### config.mk
export PLATFORM = sky130hd
export DESIGN_NAME = pipe_stage_buf
export DESIGN_NICKNAME = d
export VERILOG_FILES = /design/src/rtl/pipe_stage_buf_pkg.sv /design/src/rtl/pipe_slot_reg.sv /design/src/rtl/pipe_stage_buf.sv
export SDC_FILE = /design/constraint.sdc
export NUM_CORES = 1
export LEC_CHECK = 0
export CELL_PAD_IN_SITES_DETAIL_PLACEMENT = 2
export CELL_PAD_IN_SITES_GLOBAL_PLACEMENT = 2
export CORE_MARGIN = 4
export CORE_UTILIZATION = 32
export CTS_BUF_LIST = sky130_fd_sc_hd__clkbuf_16
export CTS_CLUSTER_SIZE = 8
export DETAILED_ROUTE_END_ITERATION = 8
export HOLD_SLACK_MARGIN = 0.12
export PLACE_DENSITY = 0.79
export SYNTH_ARGS = -nofsm -noshare
export SYNTH_HDL_FRONTEND = slang
export SYNTH_SLANG_ARGS = --single-unit
export TNS_END_PERCENT = 20
### constraint.sdc
create_clock -name clk -period 6.15 [get_ports clk]
set_input_delay 1.23 -clock clk [delete_from_list [all_inputs] [get_ports clk]]
set_output_delay 1.23 -clock clk [all_outputs]
set_load 0.02 [all_outputs]
### src/rtl/pipe_stage_buf_pkg.sv
// Shared pipeline package: stage-buffer occupancy encoding and default bubble payload.
package pipe_stage_buf_pkg;

    localparam int unsigned DEFAULT_DATA_W = 64;
    localparam int unsigned COUNT_W        = 2;

    // Occupancy state; the encoding doubles as the held-entry count.
    typedef enum logic [COUNT_W-1:0] {
        EMPTY = 2'd0,
        ONE   = 2'd1,
        FULL  = 2'd2
    } bufState_t;

    // Bubble payload shown on an empty stage.
    localparam logic [DEFAULT_DATA_W-1:0] NOP_DEFAULT = '0;

endpackage

### src/rtl/pipe_slot_reg.sv
// One pipeline slot: DATA_W-wide register with load enable, async clear to NOP_VAL.
module pipe_slot_reg
    import pipe_stage_buf_pkg::*;
#(
    parameter int unsigned           DATA_W  = DEFAULT_DATA_W,
    parameter logic [DATA_W-1:0]     NOP_VAL = DATA_W'(NOP_DEFAULT)
) (
    input  logic              clk,
    input  logic              rst,
    input  logic              load,
    input  logic [DATA_W-1:0] d,
    output logic [DATA_W-1:0] q
);

    // Capture d on load; reset forces the bubble value.
    always_ff @(posedge clk or posedge rst) begin
        if (rst) begin
            q <= NOP_VAL;
        end else if (load) begin
            q <= d;
        end
    end

endmodule

### src/rtl/pipe_stage_buf.sv
// Pipeline stage buffer: two-entry skid buffer (SKID=1) or single slot (SKID=0),
// with stall freeze and flush.
module pipe_stage_buf
    import pipe_stage_buf_pkg::*;
#(
    parameter int unsigned       DATA_W  = DEFAULT_DATA_W,
    parameter int unsigned       SKID    = 1,
    parameter logic [DATA_W-1:0] NOP_VAL = DATA_W'(NOP_DEFAULT)
) (
    input  logic              clk,
    input  logic              rst,
    input  logic              i_valid,
    output logic              o_ready,
    input  logic [DATA_W-1:0] i_data,
    output logic              o_valid,
    input  logic              i_ready,
    output logic [DATA_W-1:0] o_data,
    input  logic              i_stall,
    input  logic              i_flush,
    output logic [1:0]        o_count
);

    bufState_t         stateQ;
    bufState_t         nextState;
    logic              accept;
    logic              release_;
    logic              headLoad;
    logic [DATA_W-1:0] headD;
    logic              skidLoad;
    logic [DATA_W-1:0] skidD;
    logic [DATA_W-1:0] skidQ;

    // Status decoded straight from the state register.
    assign o_valid = (stateQ != EMPTY);
    assign o_count = 2'(stateQ);

    // Ready: SKID=1 looks only at registered state; SKID=0 lets a releasing slot refill.
    generate
        if (SKID != 0) begin : gSkidReady
            assign o_ready = ~rst & ~i_stall & (stateQ != FULL);
        end else begin : gSlotReady
            assign o_ready = ~rst & ~i_stall & (~o_valid | i_ready);
        end
    endgenerate

    assign accept   = i_valid & o_ready;
    assign release_ = o_valid & i_ready & ~i_stall;

    // State register.
    always_ff @(posedge clk or posedge rst) begin
        if (rst) begin
            stateQ <= EMPTY;
        end else begin
            stateQ <= nextState;
        end
    end

    // Next-state: flush wins over everything, including a stalled cycle.
    always_comb begin
        nextState = stateQ;
        if (i_flush) begin
            nextState = EMPTY;
        end else begin
            case (stateQ)
                EMPTY: if (accept) nextState = ONE;
                ONE: begin
                    if (accept && !release_)      nextState = FULL;
                    else if (!accept && release_) nextState = EMPTY;
                end
                FULL: if (release_) nextState = ONE;
                default: nextState = EMPTY;
            endcase
        end
    end

    // Slot controls: head always holds the oldest entry, freed slots return to NOP_VAL.
    always_comb begin
        headLoad = 1'b0;
        headD    = NOP_VAL;
        skidLoad = 1'b0;
        skidD    = NOP_VAL;
        if (i_flush) begin
            headLoad = 1'b1;
            skidLoad = 1'b1;
        end else begin
            case (stateQ)
                EMPTY: begin
                    if (accept) begin
                        headLoad = 1'b1;
                        headD    = i_data;
                    end
                end
                ONE: begin
                    if (accept && release_) begin
                        headLoad = 1'b1;
                        headD    = i_data;
                    end else if (accept) begin
                        skidLoad = 1'b1;
                        skidD    = i_data;
                    end else if (release_) begin
                        headLoad = 1'b1;
                    end
                end
                FULL: begin
                    if (release_) begin
                        headLoad = 1'b1;
                        headD    = skidQ;
                        skidLoad = 1'b1;
                    end
                end
                default: begin
                    headLoad = 1'b1;
                    skidLoad = 1'b1;
                end
            endcase
        end
    end

    // Head slot drives o_data directly.
    pipe_slot_reg #(
        .DATA_W  (DATA_W),
        .NOP_VAL (NOP_VAL)
    ) uHead (
        .clk  (clk),
        .rst  (rst),
        .load (headLoad),
        .d    (headD),
        .q    (o_data)
    );

    // Skid slot holds the second entry while the head is blocked.
    pipe_slot_reg #(
        .DATA_W  (DATA_W),
        .NOP_VAL (NOP_VAL)
    ) uSkid (
        .clk  (clk),
        .rst  (rst),
        .load (skidLoad),
        .d    (skidD),
        .q    (skidQ)
    );

endmodule

==> impl_metrics.ini, run 1 <==
[run_status]
outcome = finished clean

[routing]
routed_via_density = 5.61
routedWlPerCell_um = 23.6
dr.pass1.iters = 4
postRouteAntennaNets = 0
drc_errors = 0
drt-total-wl_um = 17600
vias = 4192
initialDrtViolationCount = 231

[floorplan]
die_w_um = 137
initial_core_util_pct = 33.0
die_h_um = 137
ios = 138
die_area_mm2 = 0.0187
core-area_mm2 = 0.0161
fp-row-count = 46

[placed_design]
io_buffers = 137
hpwlAfterDp_um = 11000
placed_cell_area_mm2 = 0.00682
gp_congestion = 0.775

[global_route]
grt_max_degree = 58
grt_pass1_vias = 4835
grt_usage_pct = 19.6
grt_pass1_wl_um = 28100
antenna_found_initial = 0
grt-ovfl-total = 0

[clocking]
ctsResizeCount = 0
cts_sinks = 130
ctsHoldBuffers = 0
cts_buffer_depth = 2
insertion_delay_ns = 0.42
cts_setup_buffers = 0
cts_buffers = 17
clk_pin_slew_worst_paths_ns = 0.06
ctsHtreeMaxLevel = 4
root_buffer = clkbuf_16
cts_tree = done

[worst_setup_path]
path_class = input pin to output pin
required_ns = 4.92
path_common_cell = clkdlybuf4s50_1
crit_slowest_cell = clkdlybuf4s50_1
critPathMaxStageDelay_ns = 0.63
cp_cell_sequence = clkdlybuf4s50_1 -> nor3_1 -> clkdlybuf4s50_1
start_kind = input pin
cp-end-kind = output pin
worst-path-max-fanout = 4
cp.arrival_ns = 2.58

[timing]
relSlewSlack_pct = 16.8
finalCritPeriodShare_pct = 62.0
setup_tns_ns = 0
tightest_slew_ns = 1.24
rsz0062_at_grt = false
fmax_mhz = 262
maxSlewViolCount = 0
clock-skew-final_ns = 0.00900
hold_viol = 0
setup_viol = 0
period_minus_slack_ns = 3.81

[yosys]
ys_seq_area_share_pct = 61.4
synth_area_per_cell_um2 = 13.5
synthesis.area_mm2 = 0.00530
ys_ff_latch = 130
ys_warn_count = 0
synth_cells = 393
synth.distinct_cells = 26
syn-num-nets = 463

[final_layout]
final_core_util_pct = 46.3
area_growth_syn_to_layout_pct = 40.4
final_cell_area_mm2 = 0.00743
num-nets-final = 588
drive_gt1_share_pct = 8.85
antenna_cells = 0

[power_and_ir_drop]
totalPowerFinal_mw = 2.08
ir_drop_mv = 0.178
switchingPower_uw = 482
power.internal_mw = 1.60
clkPwrFrac_pct = 51.0
leakage_nw = 3.05
combPwrFrac_pct = 7.3
p_seq_share_pct = 41.7
cellPowerDensity_mw_per_mm2 = 280
p_sw_share_pct = 23.2

[min_path]
worst_hold_path_type = flop to flop

[flow_run]
cap_violations = 0
## flip-flops by register name, indices dropped and copies added (netlist names)
| signal | cells |
|---|---|
| uHead.q | 64 |
| o_count | 2 |
| uSkid.q | 64 |
## power groups by stage
stage | Sequential (mW) | Combinational (mW) | Clock, mW
floorplan | 0.885 | 0.0612 | 0
global placement | 0.881 | 0.149 | 0
detailed placement | 0.881 | 0.154 | 0
CTS | 0.866 | 0.155 | 1.08
global route | 0.867 | 0.166 | 1.13
finish | 0.867 | 0.152 | 1.06
## Yosys cell counts
library cell | n | share of area [%]
dfrtp_1 | 130 | 61
a22o_1 | 64 | 11
a22oi_1 | 64 | 9.1
o2bb2ai_1 | 64 | 11
buf_2 | 25 | 2.4
buf_6 | 7 | 1.5
clkbuf_1 | 7 | 0.50
nand2b_1 | 4 | 0.47
inv_1 | 3 | 0.21
nor2_1 | 3 | 0.21
a21oi_1 | 2 | 0.19
a21oi_2 | 2 | 0.33
nand2_1 | 2 | 0.14
nor2b_1 | 2 | 0.24
o21ai_1 | 2 | 0.19
o21bai_1 | 2 | 0.28
a211oi_1 | 1 | 0.14
a21boi_1 | 1 | 0.14
a21o_1 | 1 | 0.14
and2b_1 | 1 | 0.14
and3_1 | 1 | 0.12
nor3_1 | 1 | 0.094
nor3_4 | 1 | 0.31
nor4b_2 | 1 | 0.28
or2_0 | 1 | 0.12
or3b_4 | 1 | 0.21
## critical path, delay by kind of cell
kind	cells	cell delay (ns)
and+or+nand+nor	1	0.21
buffers and inverters	2	1.14
## layer usage
metal / GRT usage (%) / vias to the layer above / part of all wire [%]
li1: - / 1811 / -
met1: 26.1 / 2238 / 44
met2: 31.7 / 128 / 50
met5: 0 / - / 0
met4: 5.60 / 0 / 1.1
met3: 5.15 / 15 / 5.4
## logic make-up after synthesis
logic type	share of synthesized area (%)
AOI/OAI and AO/OA	31.7
DFF	61.4
buffers and inverters	4.56
and+or+nand+nor	2.34
## layout by cell type (no fill, tap or decap), types with 3 or more instances in the layout
| cell type | count |
|---|---|
| o2bb2ai_1 | 64 |
| clkbuf_16 | 17 |
| buf_4 | 7 |
| a22oi_1 | 64 |
| clkinvlp_4 | 4 |
| a22o_1 | 64 |
| clkdlybuf4s50_1 | 137 |
| nand2b_1 | 4 |
| bufinv_16 | 4 |
| dfrtp_1 | 130 |
| clkinv_2 | 3 |
## area by class of cell
class,count,area [um2]
fillers,1523,8630
flip-flops and latches,130,3250
multi-input cells,221,1840
repair buffers,145,1440
clock buffers,17,425
well taps,216,270
clock inverters,15,190
inverters,3,13.8
## final timing paths
check	from	end	slack [ns]	cells past startpoint
setup / recovery	rst	o_ready	2.34	3
hold / removal	uHead.q[24]	uHead.q[24]	0.49	1
setup reg to reg	o_count[1]	uHead.q[10]	3.40	5
hold reg to reg	uHead.q[24]	uHead.q[24]	0.49	1
max in group asynchronous	rst	uHead.q[35]	3.90	3
min in group asynchronous	rst	uHead.q[15]	1.22	2
## stage by stage
| stage | instances | setup slack (ns) | hold WS (ns) |
|---|---|---|---|
| after detailed placement | 715 | 2.19 | 0.477 |
| after floorplan | 393 | 1.45 | 0.473 |
| after global placement | 715 | 2.29 | 0.472 |
| after global routing | 747 | 2.26 | 0.513 |
| final | 747 | 2.34 | 0.489 |
| after CTS | 747 | 2.33 | 0.497 |
(Power assumes the default switching activity.)
==> run 2, diff against run 1 <==
Clock period 6.15 ns to 3.63 ns, I/O delays scaled along.
==> run 2 against run 1 <==
Effect of this change: hold slack gained 0.0034 ns; clock power grew 58%; first-iteration DRC count shrank 4.3%; count of clock-buffer cells in the layout is the same; critical path depth is the same; design area grew 0.47%; global-route usage shrank 0.47 points; critical path type unchanged; largest power group unchanged; highest routed layer unchanged.
==> impl_metrics.ini, run 2 (synthesized netlist as in run 1, its figures left out) <==
[clocking]
clk_pin_slew_worst_paths_ns = 0.05
ctsHoldBuffers = 0
cts_buffers = 17
cts_setup_buffers = 0
cts_buffer_depth = 2
ctsResizeCount = 0
cts_sinks = 130
cts_tree = done
root_buffer = clkbuf_16
insertion_delay_ns = 0.41
ctsHtreeMaxLevel = 4

[worst_setup_path]
path_common_cell = clkdlybuf4s50_1
critPathMaxStageDelay_ns = 0.67
crit_slowest_cell = clkdlybuf4s50_1
worst-path-max-fanout = 4
cp-end-kind = output pin
cp_cell_sequence = clkdlybuf4s50_1 -> nor3_1 -> clkdlybuf4s50_1
r2r-end = uHead.q[29]
start_kind = input pin
r2r_start = o_count[1]
rr_worst_depth = 5
cp.arrival_ns = 2.15
regToRegSetupSlack_ns = 1.36
path_class = input pin to output pin
required_ns = 2.90

[power_and_ir_drop]
combPwrFrac_pct = 7.8
ir_drop_mv = 0.314
clkPwrFrac_pct = 49.2
p_sw_share_pct = 22.9
leakage_nw = 3.08
cellPowerDensity_mw_per_mm2 = 457
p_seq_share_pct = 43.0
power.internal_mw = 2.63
switchingPower_uw = 782

[final_layout]
final_cell_mix = clkdlybuf4s50_1 (137), dfrtp_1 (130), a22oi_1 (64), o2bb2ai_1 (64), a22o_1 (64)
num-fill-cells = 1511
area_growth_syn_to_layout_pct = 41.0
drive_gt1_share_pct = 9.18
final_core_util_pct = 46.5
num-nets-final = 591
layout_commonest_cell = clkdlybuf4s50_1
antenna_cells = 0

[global_route]
grt_max_degree = 68
grt_pass1_wl_um = 27600
grt_pass1_vias = 4760
grt.busiest_layer = met2
antenna_found_initial = 0
grt-ovfl-total = 0
grtUsageMet2_pct = 31.7
grt_usage_pct = 19.2
met1_usage_pct = 24.8
grtUsageMet3_pct = 4.52

[timing]
setup_tns_ns = 0
clock-skew-final_ns = 0.00689
fmax_mhz = 347
finalCritPeriodShare_pct = 79.3
relSlewSlack_pct = 41.0
setup_viol = 0
hold_viol = 0
tightest_slew_ns = 0.885
maxSlewViolCount = 0
rsz0062_at_grt = false
period_minus_slack_ns = 2.88
whs_ns = 0.492

[routing]
vias = 4227
initialDrtViolationCount = 221
postRouteAntennaNets = 0
routedWlPerCell_um = 23.0
dr.pass1.iters = 4
routed_via_density = 5.64
drc_errors = 0
drt-total-wl_um = 17300

[run_status]
outcome = finished clean

[floorplan]
die_w_um = 137
fp-row-count = 46
initial_core_util_pct = 33.0
die_area_mm2 = 0.0187
die_h_um = 137
ios = 138
core-area_mm2 = 0.0161

[min_path]
hold_depth = 1
hp-start = uHead.q[43]
worst_hold_path_type = flop to flop
worstHoldEndpoint = uHead.q[43]

[flow_run]
cap_violations = 0

[placed_design]
io_buffers = 137
gp_congestion = 0.755
hpwlAfterDp_um = 10900
-- run 2: changes by cell type in the layout (fill, tap and decap cells not counted) --
cell,previous run,this run
clkinv_1,2,0
inv_1,2,5
buf_4,7,6
clkinv_4,1,0
bufinv_16,4,3
inv_6,1,0
clkinv_2,3,7
buf_12,1,5
clkinvlp_4,4,3
inv_4,1,0
-- run 2: power groups by stage --
stage / clock (mW) / combinational [mW] / sequential (mW)
floorplan: 0 / 0.104 / 1.50
global placement: 0 / 0.259 / 1.49
detailed placement: 0 / 0.269 / 1.49
CTS: 1.73 / 0.271 / 1.47
global route: 1.79 / 0.289 / 1.47
finish: 1.68 / 0.265 / 1.47
-- run 2: critical path, delay by kind of cell --
kind / cells / cell delay, ns
AND/OR/NAND/NOR: 1 / 0.24
buffers and inverters: 2 / 1.18
-- run 2: worst max-delay path by stage --
stage | start | endpoint | slack (ns) | cells after the start
after floorplan | rst | o_count[0] | 1.29 | 1
after CTS | rst | o_ready | 0.75 | 3
after global placement | rst | uHead.q[13] | 0.76 | 6
after detailed placement | rst | uHead.q[29] | 0.62 | 6
after global routing | rst | o_ready | 0.68 | 3
final | rst | o_ready | 0.75 | 3
-- run 2: final cells by class --
class	instances	area [um2]	area share (%)
sequential	130	3250	43.6
multi-input combinational	221	1840	24.6
timing repair buffer	148	1520	20.3
clock buffer	17	425	5.70
tap	216	270	3.62
clock inverter	15	151	2.03
inverter	3	15.0	0.201
-- run 2: layer usage --
layer	share of wire [%]	vias to the layer above	wire, um
met4	1.5	0	267
met2	50	134	8620
met1	43	2246	7470
li1	-	1823	-
met5	0	-	0
met3	5.4	24	926
-- run 2: stage by stage --
stage | area (um2) | cells | setup WS [ns] | total power [mW]
3_5_place_dp | 6890 | 718 | 0.624 | 1.76
4_1_cts | 7470 | 750 | 0.745 | 3.47
5_1_grt | 7470 | 750 | 0.676 | 3.55
3_3_place_gp | 6890 | 718 | 0.763 | 1.75
6_report | 7470 | 750 | 0.751 | 3.41
2_1_floorplan | 5300 | 393 | 1.29 | 1.60
==> run 3, diff against run 2 <==
Settings changed: CORE_UTILIZATION 32 to 29, PLACE_DENSITY 0.79 to 0.76.
Clock period 3.63 ns to 2.6 ns, I/O delays scaled along.
==> run 3 against run 2 <==
Effect of this change: die area up 9.7%; clock power up 35%; sequential share of layout area down 0.32 points; flip-flop and latch count unchanged; highest routed layer unchanged; design area up 0.74%; final cell count up 1.9%; global-route usage down 2.1 points.
==> impl_metrics.ini, run 3 (synthesized netlist as in run 1, its figures left out) <==
[final_layout]
num-nets-final = 593
antenna_cells = 0
area_growth_syn_to_layout_pct = 42.1
final_core_util_pct = 41.9
final_cell_mix = clkdlybuf4s50_1 (137), dfrtp_1 (130), a22oi_1 (64), o2bb2ai_1 (64), a22o_1 (64)
num-fill-cells = 1778
regArea_mm2 = 0.00325
layout_commonest_cell = clkdlybuf4s50_1
final_cells = 764
drive_gt1_share_pct = 8.97
multiInputGateArea_mm2 = 0.00184

[global_route]
grt_pass1_wl_um = 27300
grt_pass1_vias = 4799
grt_usage_pct = 17.1
grt_max_degree = 131
antenna_found_initial = 0
grt-ovfl-total = 0

[timing]
maxSlewViolCount = 0
period_minus_slack_ns = 2.44
relSlewSlack_pct = 48.3
finalCritPeriodShare_pct = 93.8
tightest_slew_ns = 0.776
rsz0062_at_grt = false
hold_viol = 0
setup_viol = 0
clock-skew-final_ns = 0.00896
finalWorstSetupSlack_ns = 0.160
fmax_mhz = 410
setup_tns_ns = 0

[floorplan]
ios = 138
die_w_um = 143
core-area_mm2 = 0.0180
initial_core_util_pct = 29.5
fp-row-count = 49
die_area_mm2 = 0.0205
die_h_um = 143

[placed_design]
dp.cells = 733
pre_cts_ws_ns = 0.0998
hpwlAfterDp_um = 10600
io_buffers = 137
gp_congestion = 0.715

[clocking]
ctsResizeCount = 0
cts_tree = done
cts_sinks = 130
root_buffer = clkbuf_16
cts_buffer_depth = 2
ctsHtreeMaxLevel = 4
ctsHoldBuffers = 0
cts_setup_buffers = 0
cts_buffers = 17
insertion_delay_ns = 0.41
clk_pin_slew_worst_paths_ns = 0.06

[flow_run]
cap_violations = 0

[routing]
routed_via_density = 5.50
dr.pass1.iters = 4
initialDrtViolationCount = 220
postRouteAntennaNets = 0
drt-total-wl_um = 17100
vias = 4200
routedWlPerCell_um = 22.4
drc_errors = 0

[worst_setup_path]
cp-end-kind = output pin
required_ns = 2.08
critPathMaxStageDelay_ns = 0.63
start_kind = flop
cp.arrival_ns = 1.92
worst-path-max-fanout = 9
crit_buf_inv = 1
crit_family = buffers and inverters
rr_worst_depth = 5
crit_slowest_cell = clkdlybuf4s50_1
path_depth = 3
path_class = flop to output pin
cp_cell_sequence = nor2b_1 -> nor3_1 -> clkdlybuf4s50_1

[power_and_ir_drop]
cellPowerDensity_mw_per_mm2 = 625
ir_drop_mv = 0.432
leakage_nw = 3.09

[run_status]
outcome = finished clean

[min_path]
worst_hold_path_type = flop to flop
hold_depth = 1
## run 3: cell count changes in the layout (fill, tap and decap cells not counted)
cell,change
buf_12,+4
clkinv_2,-4
clkinv_1,+3
buf_4,-2
bufinv_16,-1
clkinv_4,+1
clkinvlp_4,+1
inv_1,-1
## run 3: path summary, 6_finish.rpt
path | from | slack [ns] | to
max | o_count[1] | 0.16 | o_ready
min | uHead.q[45] | 0.48 | uHead.q[45]
max reg2reg | o_count[1] | 0.63 | uHead.q[41]
min reg2reg | uHead.q[45] | 0.48 | uHead.q[45]
max in group asynchronous | rst | 1.22 | o_count[0]
min in group asynchronous | rst | 0.74 | uHead.q[21]
## run 3: final cells by class
cell class,count,share of cell area [%]
clock buffers,17,5.66
clock inverters,14,1.66
inverters,3,0.200
multi-input cells,221,24.4
flip-flops and latches,130,43.2
well taps,229,3.81
repair buffers,150,21.0
## run 3: worst register-to-register path: stages, from the launching register on
cell       delay (ns)
dfrtp_1          0.49
nor4b_2          0.49
a21boi_4         0.32
buf_12           0.29
a22oi_1          0.14
o2bb2ai_1        0.16
## run 3: layer usage
layer	vias up	part of all wire, %	global-route usage [%]
met4	0	1.0	3.85
met1	2242	44	22.0
met2	122	50	28.9
met5	-	0	0
li1	1820	-	-
met3	16	5.0	4.72
## run 3: metrics by stage
stage / power, mW / hold WS, ns / area, um2
6_report: 4.70 / 0.485 / 7520
5_1_grt: 4.91 / 0.510 / 7520
4_1_cts: 4.76 / 0.493 / 7520
3_5_place_dp: 2.47 / 0.473 / 6970
3_3_place_gp: 2.46 / 0.470 / 6970
2_1_floorplan: 2.24 / 0.473 / 5300
## run 3: power breakdown
| group | switching, mW | internal (mW) |
|---|---|---|
| Combinational | 0.215 | 0.165 |
| Sequential | 0.0114 | 2.04 |
| Clock | 0.891 | 1.38 |
| Total | 1.12 | 3.59 |
